**src/rtl/alu_writeback.sv**
```systemverilog
// Writeback stage behind the 8-bit ALU: queues results, drains one per cycle into the
// register file, keeps Z/N/C/V, and forwards queued writes to the two operand read ports.
module alu_writeback #(
  parameter int DATA_W = 8,
  parameter int ADDR_W = 2,
  parameter int DEPTH  = 2
) (
  input  logic              clk,
  input  logic              rst,
  input  logic              wb_valid,
  output logic              wb_ready,
  input  logic              wb_we,
  input  logic [ADDR_W-1:0] wb_addr,
  input  logic [DATA_W-1:0] wb_data,
  input  logic              wb_arith,
  input  logic              wb_cout,
  input  logic              wb_ovf,
  input  logic              drain_en,
  input  logic [ADDR_W-1:0] rd_addr_a,
  input  logic [ADDR_W-1:0] rd_addr_b,
  output logic [DATA_W-1:0] operand_a,
  output logic [DATA_W-1:0] operand_b,
  output logic              flag_z,
  output logic              flag_n,
  output logic              flag_c,
  output logic              flag_v,
  output logic [ADDR_W:0]   pending
);

  localparam int PTR_W = $clog2(DEPTH);
  localparam int CNT_W = ADDR_W + 1;
  localparam int NREG  = 2**ADDR_W;

  typedef struct packed {
    logic              we;
    logic [ADDR_W-1:0] addr;
    logic [DATA_W-1:0] data;
    logic              arith;
    logic              cout;
    logic              ovf;
  } entry_t;

  entry_t            r_q [DEPTH];
  logic [DATA_W-1:0] r_regs [NREG];
  logic [PTR_W-1:0]  r_rd_ptr, r_wr_ptr;
  logic [CNT_W-1:0]  r_count;
  logic              r_flag_z, r_flag_n, r_flag_c, r_flag_v;

  logic              w_full, w_empty, w_push, w_pop;
  entry_t            w_in, w_head;
  logic [PTR_W-1:0]  w_slot [DEPTH];
  logic [DATA_W-1:0] w_operand_a, w_operand_b;

  // Full/empty come from the count so a wrapped pointer pair is never ambiguous.
  assign w_full  = (r_count == CNT_W'(DEPTH));
  assign w_empty = (r_count == '0);
  assign w_push  = wb_valid & ~w_full;
  assign w_pop   = drain_en & ~w_empty;
  assign w_in    = '{we: wb_we, addr: wb_addr, data: wb_data,
                     arith: wb_arith, cout: wb_cout, ovf: wb_ovf};
  assign w_head  = r_q[r_rd_ptr];

  // NOTE: queue payload is left unreset; only slots covered by r_count are ever read.
  always_ff @(posedge clk) begin
    if (w_push) r_q[r_wr_ptr] <= w_in;
  end

  // NOTE: non-blocking assignments so every register samples pre-edge values.
  always_ff @(posedge clk) begin
    if (rst) begin
      r_rd_ptr <= '0;
      r_wr_ptr <= '0;
      r_count  <= '0;
      r_flag_z <= 1'b0;
      r_flag_n <= 1'b0;
      r_flag_c <= 1'b0;
      r_flag_v <= 1'b0;
      for (int i = 0; i < NREG; i++) r_regs[i] <= '0;
    end else begin
      if (w_push) r_wr_ptr <= r_wr_ptr + PTR_W'(1);
      if (w_pop) begin
        r_rd_ptr <= r_rd_ptr + PTR_W'(1);
        if (w_head.we) r_regs[w_head.addr] <= w_head.data;
        r_flag_z <= (w_head.data == '0);
        r_flag_n <= w_head.data[DATA_W-1];
        if (w_head.arith) begin
          r_flag_c <= w_head.cout;
          r_flag_v <= w_head.ovf;
        end
      end
      case ({w_push, w_pop})
        2'b10:   r_count <= r_count + CNT_W'(1);
        2'b01:   r_count <= r_count - CNT_W'(1);
        default: r_count <= r_count;
      endcase
    end
  end

  always_comb begin
    for (int i = 0; i < DEPTH; i++) w_slot[i] = r_rd_ptr + PTR_W'(i);
  end

  // Walk oldest to newest so the youngest matching write wins.
  always_comb begin
    // NOTE: defaults first so no path leaves the outputs unassigned (no latch).
    w_operand_a = r_regs[rd_addr_a];
    w_operand_b = r_regs[rd_addr_b];
    for (int i = 0; i < DEPTH; i++) begin
      if (CNT_W'(i) < r_count && r_q[w_slot[i]].we) begin
        if (r_q[w_slot[i]].addr == rd_addr_a) w_operand_a = r_q[w_slot[i]].data;
        if (r_q[w_slot[i]].addr == rd_addr_b) w_operand_b = r_q[w_slot[i]].data;
      end
    end
  end

  assign operand_a = w_operand_a;
  assign operand_b = w_operand_b;
  assign wb_ready  = ~w_full;
  assign pending   = r_count;
  assign flag_z    = r_flag_z;
  assign flag_n    = r_flag_n;
  assign flag_c    = r_flag_c;
  assign flag_v    = r_flag_v;

endmodule

```
**config.mk**
```make
export PLATFORM = sky130hd
export DESIGN_NAME = alu_writeback
export DESIGN_NICKNAME = d
export VERILOG_FILES = /design/src/rtl/alu_writeback.sv
export SDC_FILE = /design/constraint.sdc
export NUM_CORES = 1
export LEC_CHECK = 0
export BUFFER_PORTS_ARGS = -buffer_cell sky130_fd_sc_hd__clkbuf_2
export CAP_MARGIN = 20
export CORE_MARGIN = 3
export CORE_UTILIZATION = 53
export DETAILED_ROUTE_END_ITERATION = 7
export GPL_TIMING_DRIVEN = 0
export PLACE_DENSITY = 0.76
export SLEW_MARGIN = 20
export SYNTH_ARGS = -nofsm -noshare
export SYNTH_HDL_FRONTEND = slang
export SYNTH_SLANG_ARGS = --single-unit
```
**constraint.sdc**
```tcl
create_clock -name clk -period 2.6 [get_ports clk]
set_clock_uncertainty 0.15 [all_clocks]
set_input_delay 0 -clock clk [delete_from_list [all_inputs] [get_ports clk]]
set_output_delay 0 -clock clk [all_outputs]
set_load 0.005 [all_outputs]
```
==> results of run 1 <==
-- cells in the mapped netlist --
cell type,n,share of area
sky130_fd_sc_hd__a211oi_1,2,0.0039
sky130_fd_sc_hd__a21oi_1,3,0.0039
sky130_fd_sc_hd__a31oi_1,15,0.024
sky130_fd_sc_hd__and3_1,2,0.0033
sky130_fd_sc_hd__and4_1,7,0.016
sky130_fd_sc_hd__buf_2,8,0.010
sky130_fd_sc_hd__buf_4,1,0.0020
sky130_fd_sc_hd__buf_6,2,0.0059
sky130_fd_sc_hd__clkbuf_1,9,0.0088
sky130_fd_sc_hd__dfxtp_1,10,0.052
sky130_fd_sc_hd__edfxtp_1,60,0.47
sky130_fd_sc_hd__ha_1,6,0.020
sky130_fd_sc_hd__inv_1,4,0.0039
sky130_fd_sc_hd__mux2_2,12,0.035
sky130_fd_sc_hd__mux2i_1,14,0.036
sky130_fd_sc_hd__mux2i_4,3,0.018
sky130_fd_sc_hd__mux4_2,16,0.094
sky130_fd_sc_hd__nand2_1,7,0.0068
sky130_fd_sc_hd__nand2b_1,4,0.0065
sky130_fd_sc_hd__nand3_1,1,0.0013
sky130_fd_sc_hd__nand4_1,10,0.016
sky130_fd_sc_hd__nand4b_1,1,0.0023
sky130_fd_sc_hd__nand4bb_1,1,0.0029
sky130_fd_sc_hd__nor2_1,41,0.040
sky130_fd_sc_hd__nor2b_1,1,0.0016
sky130_fd_sc_hd__nor3_1,2,0.0026
sky130_fd_sc_hd__nor4_1,9,0.015
sky130_fd_sc_hd__o21ai_0,1,0.0013
sky130_fd_sc_hd__o31a_1,2,0.0046
sky130_fd_sc_hd__o31ai_1,15,0.029
sky130_fd_sc_hd__o41ai_1,1,0.0023
sky130_fd_sc_hd__or3_1,4,0.0065
sky130_fd_sc_hd__or3b_2,2,0.0046
sky130_fd_sc_hd__or4_1,8,0.016
sky130_fd_sc_hd__xnor2_1,4,0.0091
sky130_fd_sc_hd__xnor2_2,2,0.0085
sky130_fd_sc_hd__xor2_1,8,0.018
-- worst max path at each step --
| stage | startpoint | endpoint | cells past startpoint |
|---|---|---|---|
| floorplan | pending[0] | r_regs[3][0] | 5 |
| global placement | pending[0] | r_regs[3][6] | 5 |
| detailed placement | pending[0] | r_regs[1][6] | 8 |
| CTS | flop | operand_b[2] | 6 |
| global route | pending[1] | operand_b[5] | 7 |
| finish | pending[1] | operand_b[0] | 7 |
-- placed cells by master, fill, tap and decap left out, types with 9 or more instances in the layout --
master | netlist | final
sky130_fd_sc_hd__nor4_1 | 9 | 9
sky130_fd_sc_hd__clkbuf_8 | 0 | 10
sky130_fd_sc_hd__edfxtp_1 | 60 | 60
sky130_fd_sc_hd__nand4_1 | 10 | 10
sky130_fd_sc_hd__nor2_1 | 41 | 40
sky130_fd_sc_hd__clkbuf_2 | 0 | 45
sky130_fd_sc_hd__mux2i_1 | 14 | 9
sky130_fd_sc_hd__mux2_2 | 12 | 12
sky130_fd_sc_hd__mux4_2 | 16 | 16
sky130_fd_sc_hd__dlygate4sd3_1 | 0 | 18
sky130_fd_sc_hd__buf_4 | 1 | 11
sky130_fd_sc_hd__o31ai_1 | 15 | 15
sky130_fd_sc_hd__a31oi_1 | 15 | 13
-- routing by layer --
metal  vias to the layer above  routed length (microns)
li1                       1339                        -
met1                      1396                     3687
met2                       142                     4556
met3                        24                      712
met4                         0                      302
met5                         -                        0
-- final cells by class --
type,instances,share of cell area
Sequential cell,70,0.4181
Timing Repair Buffer,71,0.09812
Inverter,4,0.003132
Clock inverter,6,0.01775
Buffer,17,0.02140
Multi-Input combinational cell,204,0.3878
Tap cell,96,0.02505
Clock buffer,10,0.02871
-- state kept, by name, indices dropped and copies added, names as in the netlist, named ones only --
signal	flops
r_regs	32
r_wr_ptr	1
flag_n	1
r_q	28
pending	3
flag_c	1
r_rd_ptr	1
flag_v	1
flag_z	1
-- cells by family after synthesis --
| kind of cell | after synthesis | share of synthesized area |
|---|---|---|
| DFF | 70 | 0.5205 |
| muxes | 45 | 0.1828 |
| adders and majority gates | 6 | 0.01952 |
| buffers and inverters | 24 | 0.03090 |
| AOI/OAI and AO/OA | 39 | 0.06961 |
| xor gates and xnor gates | 14 | 0.03578 |
| and+or+nand+nor | 100 | 0.1409 |
-- power breakdown --
group	total [uW]	switching [uW]	internal, uW	leakage [uW]
combinational	1980	1150	825	0.000990
sequential	1540	118	1420	0.000675
clock	971	408	562	0.000108
total	4480	1680	2810	0.00177
-- worst max-delay path: cells and delay by family, from the launching register on --
kind / cells / cell delay, ns
fa+ha+maj: 1 / 0.18
simple gates: 3 / 0.99
flops: 1 / 0.38
buf+inv: 2 / 0.26
compound gates: 1 / 0.21
-- per-stage QoR --
| stage | setup TNS, ns | cells | setup slack, ns | util | power [uW] |
|---|---|---|---|---|---|
| floorplan | 0 | 298 | 0.05116 | - | 2726 |
| global placement | -7.895 | 437 | -0.6707 | 0.6054 | 3219 |
| detailed placement | -3.477 | 438 | -0.2024 | 0.6080 | 3268 |
| CTS | 0 | 470 | 0.01649 | 0.6714 | 4284 |
| global route | -0.04253 | 478 | -0.02614 | 0.6942 | 4724 |
| finish | 0 | 478 | 0.07941 | 0.6942 | 4483 |
-- what timing repair did --
action / CTS / global route
endpoints found under the setup margin: 40 / 32
pin swaps: 1 / 5
gates cloned: 0 / 0
hold endpoints to repair: 38 / 0
buffers inserted: 1 / 8
gates resized for setup: 11 / 22
hold buffers: 18 / 0
==> results.md, run 1 <==
| Quantity | This run | Unit |
|:---|:---|:---|
| Via count of the first global-routing pass | 2,939 | - |
| Number of cells produced by synthesis | 298 | - |
| Type of the worst setup path | flop to output port | - |
| Sequential-to-total area share from yosys stat | 0.5205 | - |
| Clock tree root driver cell | sky130_fd_sc_hd__clkbuf_8 | - |
| First-pass GRT wire length | 14,540 | microns |
| H-tree levels | 3 | - |
| Result of the run | finished clean | - |
| Layout overhead on the synthesized area | 24.66 | % |
| Arrival time worst endpoint | 2.37 | ns |
| Crit. End Element | output port | - |
| CTS tree | done | - |
| Row count | 30 | - |
| Global Route met2 Usage | 0.3740 | - |
| Area of all sequential standard cells | 0.002004 | sq mm |
| Hold path cells | 2 | - |
| Half-perimeter wire length of the detailed placement result | 6329 | microns |
| Static power due to leakage | 0.001773 | uW |
| Global-route layer with the greatest usage | met2 | - |
| Biggest fanout along the worst timing path | 10 | - |
| Residual antenna-violating net count after detailed routing | 0 | - |
| Routability congestion estimate from global placement | 0.8940 | - |
| Remaining routing DRC violations | 0 | - |
| Worst-case clock buffer depth | 2 | - |
| Count of yosys warnings during synthesis | 0 | - |
| Launch instance of the worst register-to-register path | pending[0] | - |
| Final #Nets | 405 | - |
| Delay of the slowest critical-path stage | 0.42 | ns |
| Slowest cell on crit path | sky130_fd_sc_hd__or3_4 | - |
| Via count | 2,901 | - |
| Startpoint Class | flop | - |
| Met1 usage in global routing | 0.2830 | - |
| Flop-to-flop setup slack | 0.16 | ns |
| Via-per-instance ratio | 6.069 | - |
| Area of the die | 0.008315 | sq mm |
| # Max-Cap Violations | 0 | - |
| Cell Chain, Critical Path | inv_1 -> ha_1 -> nor2b_1 -> or3_4 -> or3_4 -> a31oi_1 -> clkbuf_2 | - |
| Type of the tightest min-delay check | input pin to flop | - |
| Hold slack final | 0.2226 | ns |
| Io pins | 46 | - |
| Power density over cell area | 935.0 | mW/mm^2 |
| Final count of pins violating max slew | 0 | - |
| Number of search-and-repair iterations in the first detailed-routing pass | 5 | - |
| Highest Clock Rate | 396.7 | MHz |
| All-layer global routing usage | 0.2273 | - |
| Clock buffer count from CTS | 9 | - |
| Core footprint | 0.006907 | sq mm |
| Unrepaired setup endpoints after global routing | yes | - |
| Average footprint of a synthesized cell | 12.91 | sq um |
| Depth of the most critical reg-to-reg path | 7 | - |
| Source-to-sink clock delay at the later pin of the worst-skew pair | 0.35 | ns |
| Fraction of final layout cells with drive strength greater than 1 | 0.3691 | - |
| Crit path top cell by count | sky130_fd_sc_hd__or3_4 | - |
| Chip height | 91.19 | microns |
| Transition time at the pin with the least slew margin | 0.8140 | ns |
| Die width | 91.19 | microns |
| Antenna violations before repair | 0 | - |
| CTS clock-pin slew for the worst setup and hold paths | 0.08 | ns |
| Synth unique cells | 37 | - |
| Number of register bits inferred by synthesis | 70 | - |
| Net Count, Synth | 326 | - |
| Antenna diode count | 0 | - |
| Data required time of the critical path | 2.45 | ns |
| Area occupied by multi-input gates | 0.001859 | sq mm |
| Finished layout cell area | 0.004795 | sq mm |
| Sinks on Clock Net | 70 | - |
| Layout fillers | 527 | - |
| Per-cell routed wire length | 19.37 | microns |
| Number of I/O port buffers | 43 | - |
| Area after DPL | 0.004199 | sq mm |
| DR iter-0 viols | 311 | - |
| Normalized max-slew margin | 0.4418 | - |
| Final setup violating endpoints | 0 | - |
| Hold path endpoint | r_q[1][8] | - |
| Wire length reported by the detailed router | 9260 | microns |
| Synth Cell Area | 0.003846 | sq mm |
| Global-route track usage on met3 | 0.06131 | - |
| Critical hold path startpoint | wb_data[5] | - |
| Count of final hold-check violations | 0 | - |
| Part of the cycle the worst path needs | 0.9695 | - |
| Congestion Overflow GR | 0 | - |
| Worst VDD drop | 0.0007895 | V |
| End of the worst register-to-register path | r_regs[1][0] | - |
| Post-layout min period | 2.521 | ns |
| Initial core utilization | 0.5569 | - |
| Largest net degree at the start of global routing | 15 | - |
Note: power is estimated with default switching activity, not from simulation.
==> run 2, diff against run 1 <==
- CORE_UTILIZATION: 53 -> 60
- PLACE_DENSITY: 0.76 -> 0.81
- clock period: 2.6 -> 3 ns (I/O delays scaled with it)
==> run 2 against run 1 <==
Largest cell class unchanged. Combinational power is 18% lower. Global-route usage is 5.7 points higher. Clock power is 15% lower. Critical path type is now flop to flop. Non-clock buffer count is 6 lower.
==> results.md, run 2 (synthesis gave the netlist of run 1 again) <==
| Quantity | This run | Unit |
|:---|:---|:---|
| Clock tree root driver cell | sky130_fd_sc_hd__clkbuf_8 | - |
| Max FFs per register | 32 | - |
| Area occupied by multi-input gates | 0.001770 | sq mm |
| Via-per-instance ratio | 6.767 | - |
| Normalized max-slew margin | 0.4422 | - |
| Io pins | 46 | - |
| Largest net degree at the start of global routing | 15 | - |
| Type of the worst setup path | flop to flop | - |
| Post-layout min period | 2.868 | ns |
| Via count | 3,052 | - |
| Final setup violating endpoints | 0 | - |
| CTS tree | done | - |
| Setup WS post-layout | 0.1322 | ns |
| Data required time of the critical path | 2.88 | ns |
| Transition time at the pin with the least slew margin | 0.8135 | ns |
| Layout overhead on the synthesized area | 19.58 | % |
| Number of search-and-repair iterations in the first detailed-routing pass | 6 | - |
| Type of the tightest min-delay check | input pin to flop | - |
| Chip height | 86.07 | microns |
| Most common cell after layout, fill and taps aside | sky130_fd_sc_hd__edfxtp_1 | - |
| Result of the run | finished clean | - |
| Setup TNS | 0 | ns |
| Remaining routing DRC violations | 0 | - |
| # Max-Cap Violations | 0 | - |
| Worst VDD drop | 0.0005765 | V |
| Area of all sequential standard cells | 0.002002 | sq mm |
| Post-placement setup slack | 0.03011 | ns |
| Antenna diode count | 0 | - |
| Part of the cycle the worst path needs | 0.9559 | - |
| Half-perimeter wire length of the detailed placement result | 6669 | microns |
| Register ranked first by flip-flop count | r_regs | - |
| Crit. End Element | flop | - |
| Number of I/O port buffers | 43 | - |
| Clock buffer count from CTS | 9 | - |
| Static power due to leakage | 0.001696 | uW |
| Area of the die | 0.007407 | sq mm |
| Row count | 28 | - |
| Wire length reported by the detailed router | 9833 | microns |
| Core footprint | 0.006061 | sq mm |
| Unrepaired setup endpoints after global routing | no | - |
| Layout fillers | 385 | - |
| Via count of the first global-routing pass | 3,133 | - |
| Biggest fanout along the worst timing path | 10 | - |
| Congestion Overflow GR | 0 | - |
| Power density over cell area | 816.7 | mW/mm^2 |
| Routability congestion estimate from global placement | 0.9725 | - |
| Flop-to-flop setup slack | 0.13 | ns |
| Fraction of final layout cells with drive strength greater than 1 | 0.3059 | - |
| Residual antenna-violating net count after detailed routing | 0 | - |
| Die width | 86.07 | microns |
| First-pass GRT wire length | 15,650 | microns |
| Worst-case clock buffer depth | 2 | - |
| Leading cell types in the layout, fill and taps excluded | sky130_fd_sc_hd__edfxtp_1 (60), sky130_fd_sc_hd__clkbuf_2 (43), sky130_fd_sc_hd__nor2_1 (40) | - |
| H-tree levels | 3 | - |
| Final #Nets | 399 | - |
| Arrival time worst endpoint | 2.75 | ns |
| All-layer global routing usage | 0.2841 | - |
| Highest Clock Rate | 348.7 | MHz |
| CTS clock-pin slew for the worst setup and hold paths | 0.08 | ns |
| Startpoint Class | flop | - |
| Source-to-sink clock delay at the later pin of the worst-skew pair | 0.35 | ns |
| Sinks on Clock Net | 70 | - |
| Per-cell routed wire length | 21.80 | microns |
| Final count of pins violating max slew | 0 | - |
| Count of final hold-check violations | 0 | - |
| DR iter-0 viols | 438 | - |
| Antenna violations before repair | 0 | - |
| Initial core utilization | 0.6346 | - |
[run 2: area by class of cell]
class / count / share of cell area
Buffer: 19 / 0.02176
Clock buffer: 9 / 0.02693
Clock inverter: 7 / 0.01931
Inverter: 4 / 0.003264
Multi-Input combinational cell: 204 / 0.3849
Sequential cell: 70 / 0.4353
Tap cell: 75 / 0.02040
Timing Repair Buffer: 63 / 0.08814
[run 2: report_power, final]
group	switching, uW	internal, uW	leakage, uW
Sequential	88.3	1220	0.000674
Clock	364	462	0.000104
Combinational	1010	609	0.000918
[run 2: routing by layer]
layer / track usage / wire, microns / part of all wire
met1: 0.3566 / 3555 / 0.36
met2: 0.4534 / 4726 / 0.48
met4: 0.1626 / 433 / 0.044
met5: 0.01399 / 0 / 0
met3: 0.06244 / 1119 / 0.11
[run 2: worst paths after layout]
check | startpoint | to | depth (start not counted)
setup / recovery | pending[0] | r_regs[1][7] | 8
hold / removal | wb_data[3] | r_q[0][6] | 2
setup reg to reg | pending[0] | r_regs[1][7] | 8
hold reg to reg | flag_c | flag_c | 2
[run 2: repair_timing]
item,4_1_cts,5_1_grt
pin swaps,0,0
gates resized for setup,1,6
hold endpoints to repair,36,0
setup buffers,0,2
setup endpoints to repair,7,29
hold buffers,17,0
[run 2: per-stage QoR]
step | util | total power, uW | cell area (sq um) | hold WS [ns] | std cells
5_1_grt | 0.7589 | 3938 | 4599 | 0.2430 | 451
4_1_cts | 0.7517 | 3693 | 4556 | 0.2197 | 450
2_1_floorplan | - | 2363 | 3846 | -0.05113 | 298
3_3_place_gp | 0.6856 | 2804 | 4155 | 0.04096 | 416
6_report | 0.7589 | 3757 | 4599 | 0.2273 | 451
3_5_place_dp | 0.6881 | 2864 | 4170 | 0.04440 | 417
[run 2: worst max-delay path, cell delays in order, from the launching register on]
cell,delay (ns)
sky130_fd_sc_hd__dfxtp_1,0.45
sky130_fd_sc_hd__inv_1,0.12
sky130_fd_sc_hd__ha_1,0.21
sky130_fd_sc_hd__nand2b_1,0.15
sky130_fd_sc_hd__nand4_1,0.15
sky130_fd_sc_hd__buf_2,0.24
sky130_fd_sc_hd__or3b_2,0.46
sky130_fd_sc_hd__clkbuf_1,0.31
sky130_fd_sc_hd__nand2_2,0.32
==> run 3, diff against run 2 <==
- clock period: 3 -> 3.55 ns (I/O delays scaled with it)
==> run 3 against run 2 <==
Via count shrank 0.23%. First-iteration DRC count grew 1.4%. Fmax shrank 8.3%. Flip-flop and latch count is the same. Largest cell class unchanged. Clock power shrank 15%. Cell area shrank 1.0%. Sequential share of layout area grew 0.44 points. Combinational power shrank 17%. Routed wire length shrank 0.43%. Cell count shrank 0.22%. Critical path depth shrank 1. Register-to-register slack gained 0.29 ns.
==> results.md, run 3 (synthesis gave the netlist of run 1 again) <==
| Quantity | This run | Unit |
|:---|:---|:---|
| Sinks on Clock Net | 70 | - |
| Startpoint Class | flop | - |
| Number of buffers and inverters on the critical path | 2 | - |
| Normalized max-slew margin | 0.4300 | - |
| Hold path cells | 2 | - |
| Max FFs per register | 32 | - |
| Type of the worst setup path | flop to flop | - |
| Final count of pins violating max slew | 0 | - |
| Wire length reported by the detailed router | 9791 | microns |
| Worst-case clock buffer depth | 2 | - |
| CTS clock-pin slew for the worst setup and hold paths | 0.08 | ns |
| Area of all sequential standard cells | 0.002002 | sq mm |
| Most common cell after layout, fill and taps aside | sky130_fd_sc_hd__edfxtp_1 | - |
| Area of the die | 0.007407 | sq mm |
| Via-per-instance ratio | 6.767 | - |
| Via count of the first global-routing pass | 3,125 | - |
| Final setup violating endpoints | 0 | - |
| Global Route met2 Usage | 0.4534 | - |
| Area occupied by multi-input gates | 0.001735 | sq mm |
| Antenna diode count | 0 | - |
| # Max-Cap Violations | 0 | - |
| Power density over cell area | 692.5 | mW/mm^2 |
| Flop-to-flop setup slack | 0.42 | ns |
| Number of search-and-repair iterations in the first detailed-routing pass | 5 | - |
| Arrival time worst endpoint | 2.96 | ns |
| Post-layout min period | 3.127 | ns |
| Depth of the most critical reg-to-reg path | 7 | - |
| Die width | 86.07 | microns |
| Clock tree root driver cell | sky130_fd_sc_hd__clkbuf_8 | - |
| Congestion Overflow GR | 0 | - |
| Antenna violations before repair | 0 | - |
| Layout overhead on the synthesized area | 18.38 | % |
| Source-to-sink clock delay at the later pin of the worst-skew pair | 0.35 | ns |
| Type of the tightest min-delay check | input pin to flop | - |
| Clock buffer count from CTS | 9 | - |
| Routability congestion estimate from global placement | 0.9725 | - |
| Layout fillers | 388 | - |
| Transition time at the pin with the least slew margin | 0.8485 | ns |
| Unrepaired setup endpoints after global routing | no | - |
| End of the worst register-to-register path | r_regs[0][2] | - |
| Residual antenna-violating net count after detailed routing | 0 | - |
| Largest delay share family, worst path | simple AND/OR/NAND/NOR gates | - |
| Row count | 28 | - |
| CTS tree | done | - |
| Initial core utilization | 0.6346 | - |
| Part of the cycle the worst path needs | 0.8808 | - |
| Count of final hold-check violations | 0 | - |
| Io pins | 46 | - |
| Core footprint | 0.006061 | sq mm |
| Global-route layer with the greatest usage | met2 | - |
| Worst VDD drop | 0.0004832 | V |
| Per-cell routed wire length | 21.76 | microns |
| Number of I/O port buffers | 43 | - |
| Half-perimeter wire length of the detailed placement result | 6669 | microns |
| Final cell utilization of the core | 0.7512 | - |
| Final #Nets | 398 | - |
| DR iter-0 viols | 444 | - |
| Crit. End Element | flop | - |
| Slowest cell on crit path | sky130_fd_sc_hd__nand4b_1 | - |
| H-tree levels | 3 | - |
| Static power due to leakage | 0.001684 | uW |
| Cell Chain, Critical Path | inv_1 -> ha_1 -> nand2b_1 -> nand4_1 -> buf_2 -> nand4b_1 -> nand2_1 | - |
| Setup TNS | 0 | ns |
| Fraction of final layout cells with drive strength greater than 1 | 0.2827 | - |
| Origin of the worst setup path | pending[0] | - |
| Result of the run | finished clean | - |
| Cell depth of the worst setup path | 7 | - |
| Met1 usage in global routing | 0.3566 | - |
| First-pass GRT wire length | 15,640 | microns |
| End point of the critical path | r_regs[0][2] | - |
| Via count | 3,045 | - |
| Post CTS Setup Buffer Count | 0 | - |
| Biggest fanout along the worst timing path | 10 | - |
| Global-route track usage on met3 | 0.06244 | - |
| Delay of the slowest critical-path stage | 0.65 | ns |
| Leading cell types in the layout, fill and taps excluded | sky130_fd_sc_hd__edfxtp_1 (60), sky130_fd_sc_hd__clkbuf_2 (43), sky130_fd_sc_hd__nor2_1 (40) | - |
| Register ranked first by flip-flop count | r_regs | - |
| All-layer global routing usage | 0.2839 | - |
| Highest Clock Rate | 319.8 | MHz |
| Remaining routing DRC violations | 0 | - |
| Chip height | 86.07 | microns |
| Launch instance of the worst register-to-register path | pending[0] | - |
| Data required time of the critical path | 3.39 | ns |
| Largest net degree at the start of global routing | 15 | - |
==> run 3: how the worst min path moves through the flow <==
stage                           end  slack (ns)        from
after floorplan           r_q[0][0]       -0.05      wb_ovf
after global placement    r_q[1][2]        0.04    wb_arith
after detailed placement  r_q[0][2]        0.04    wb_arith
after CTS                 r_q[0][6]        0.22  wb_data[3]
after global routing      r_q[0][7]        0.24  wb_data[4]
final                     r_q[0][6]        0.23  wb_data[3]
==> run 3: area by class of cell <==
cell class,count,area share
sequential,70,0.4397
multi-input combinational,204,0.3811
timing repair buffer,61,0.08574
clock buffer,9,0.02721
buffer,20,0.02281
tap,75,0.02061
clock inverter,7,0.01951
inverter,4,0.003298
==> run 3: what timing repair did <==
item | CTS | global route
hold endpoints to repair | 36 | 0
hold buffers | 17 | 0
gates resized for setup | 0 | 0
==> run 3: per-stage QoR <==
stage | hold slack [ns] | setup slack [ns] | total power, uW | cells | cell area, sq um
detailed placement | 0.04440 | 0.5801 | 2420 | 417 | 4170
floorplan | -0.05113 | 1.001 | 1997 | 298 | 3846
global route | 0.2436 | 0.3702 | 3308 | 450 | 4553
CTS | 0.2197 | 0.5431 | 3121 | 450 | 4553
global placement | 0.04096 | 0.2558 | 2370 | 416 | 4155
finish | 0.2253 | 0.4232 | 3153 | 450 | 4553
==> run 3: where the power goes <==
group | switching, uW | internal [uW] | leakage (uW)
clock | 310 | 391 | 0.000104
combinational | 837 | 505 | 0.000906
sequential | 76.1 | 1040 | 0.000674
==> run 3: layer usage <==
| layer | part of all wire | up-vias |
|---|---|---|
| li1 | - | 1327 |
| met1 | 0.37 | 1455 |
| met2 | 0.47 | 202 |
| met3 | 0.11 | 61 |
| met4 | 0.049 | 0 |
| met5 | 0 | - |
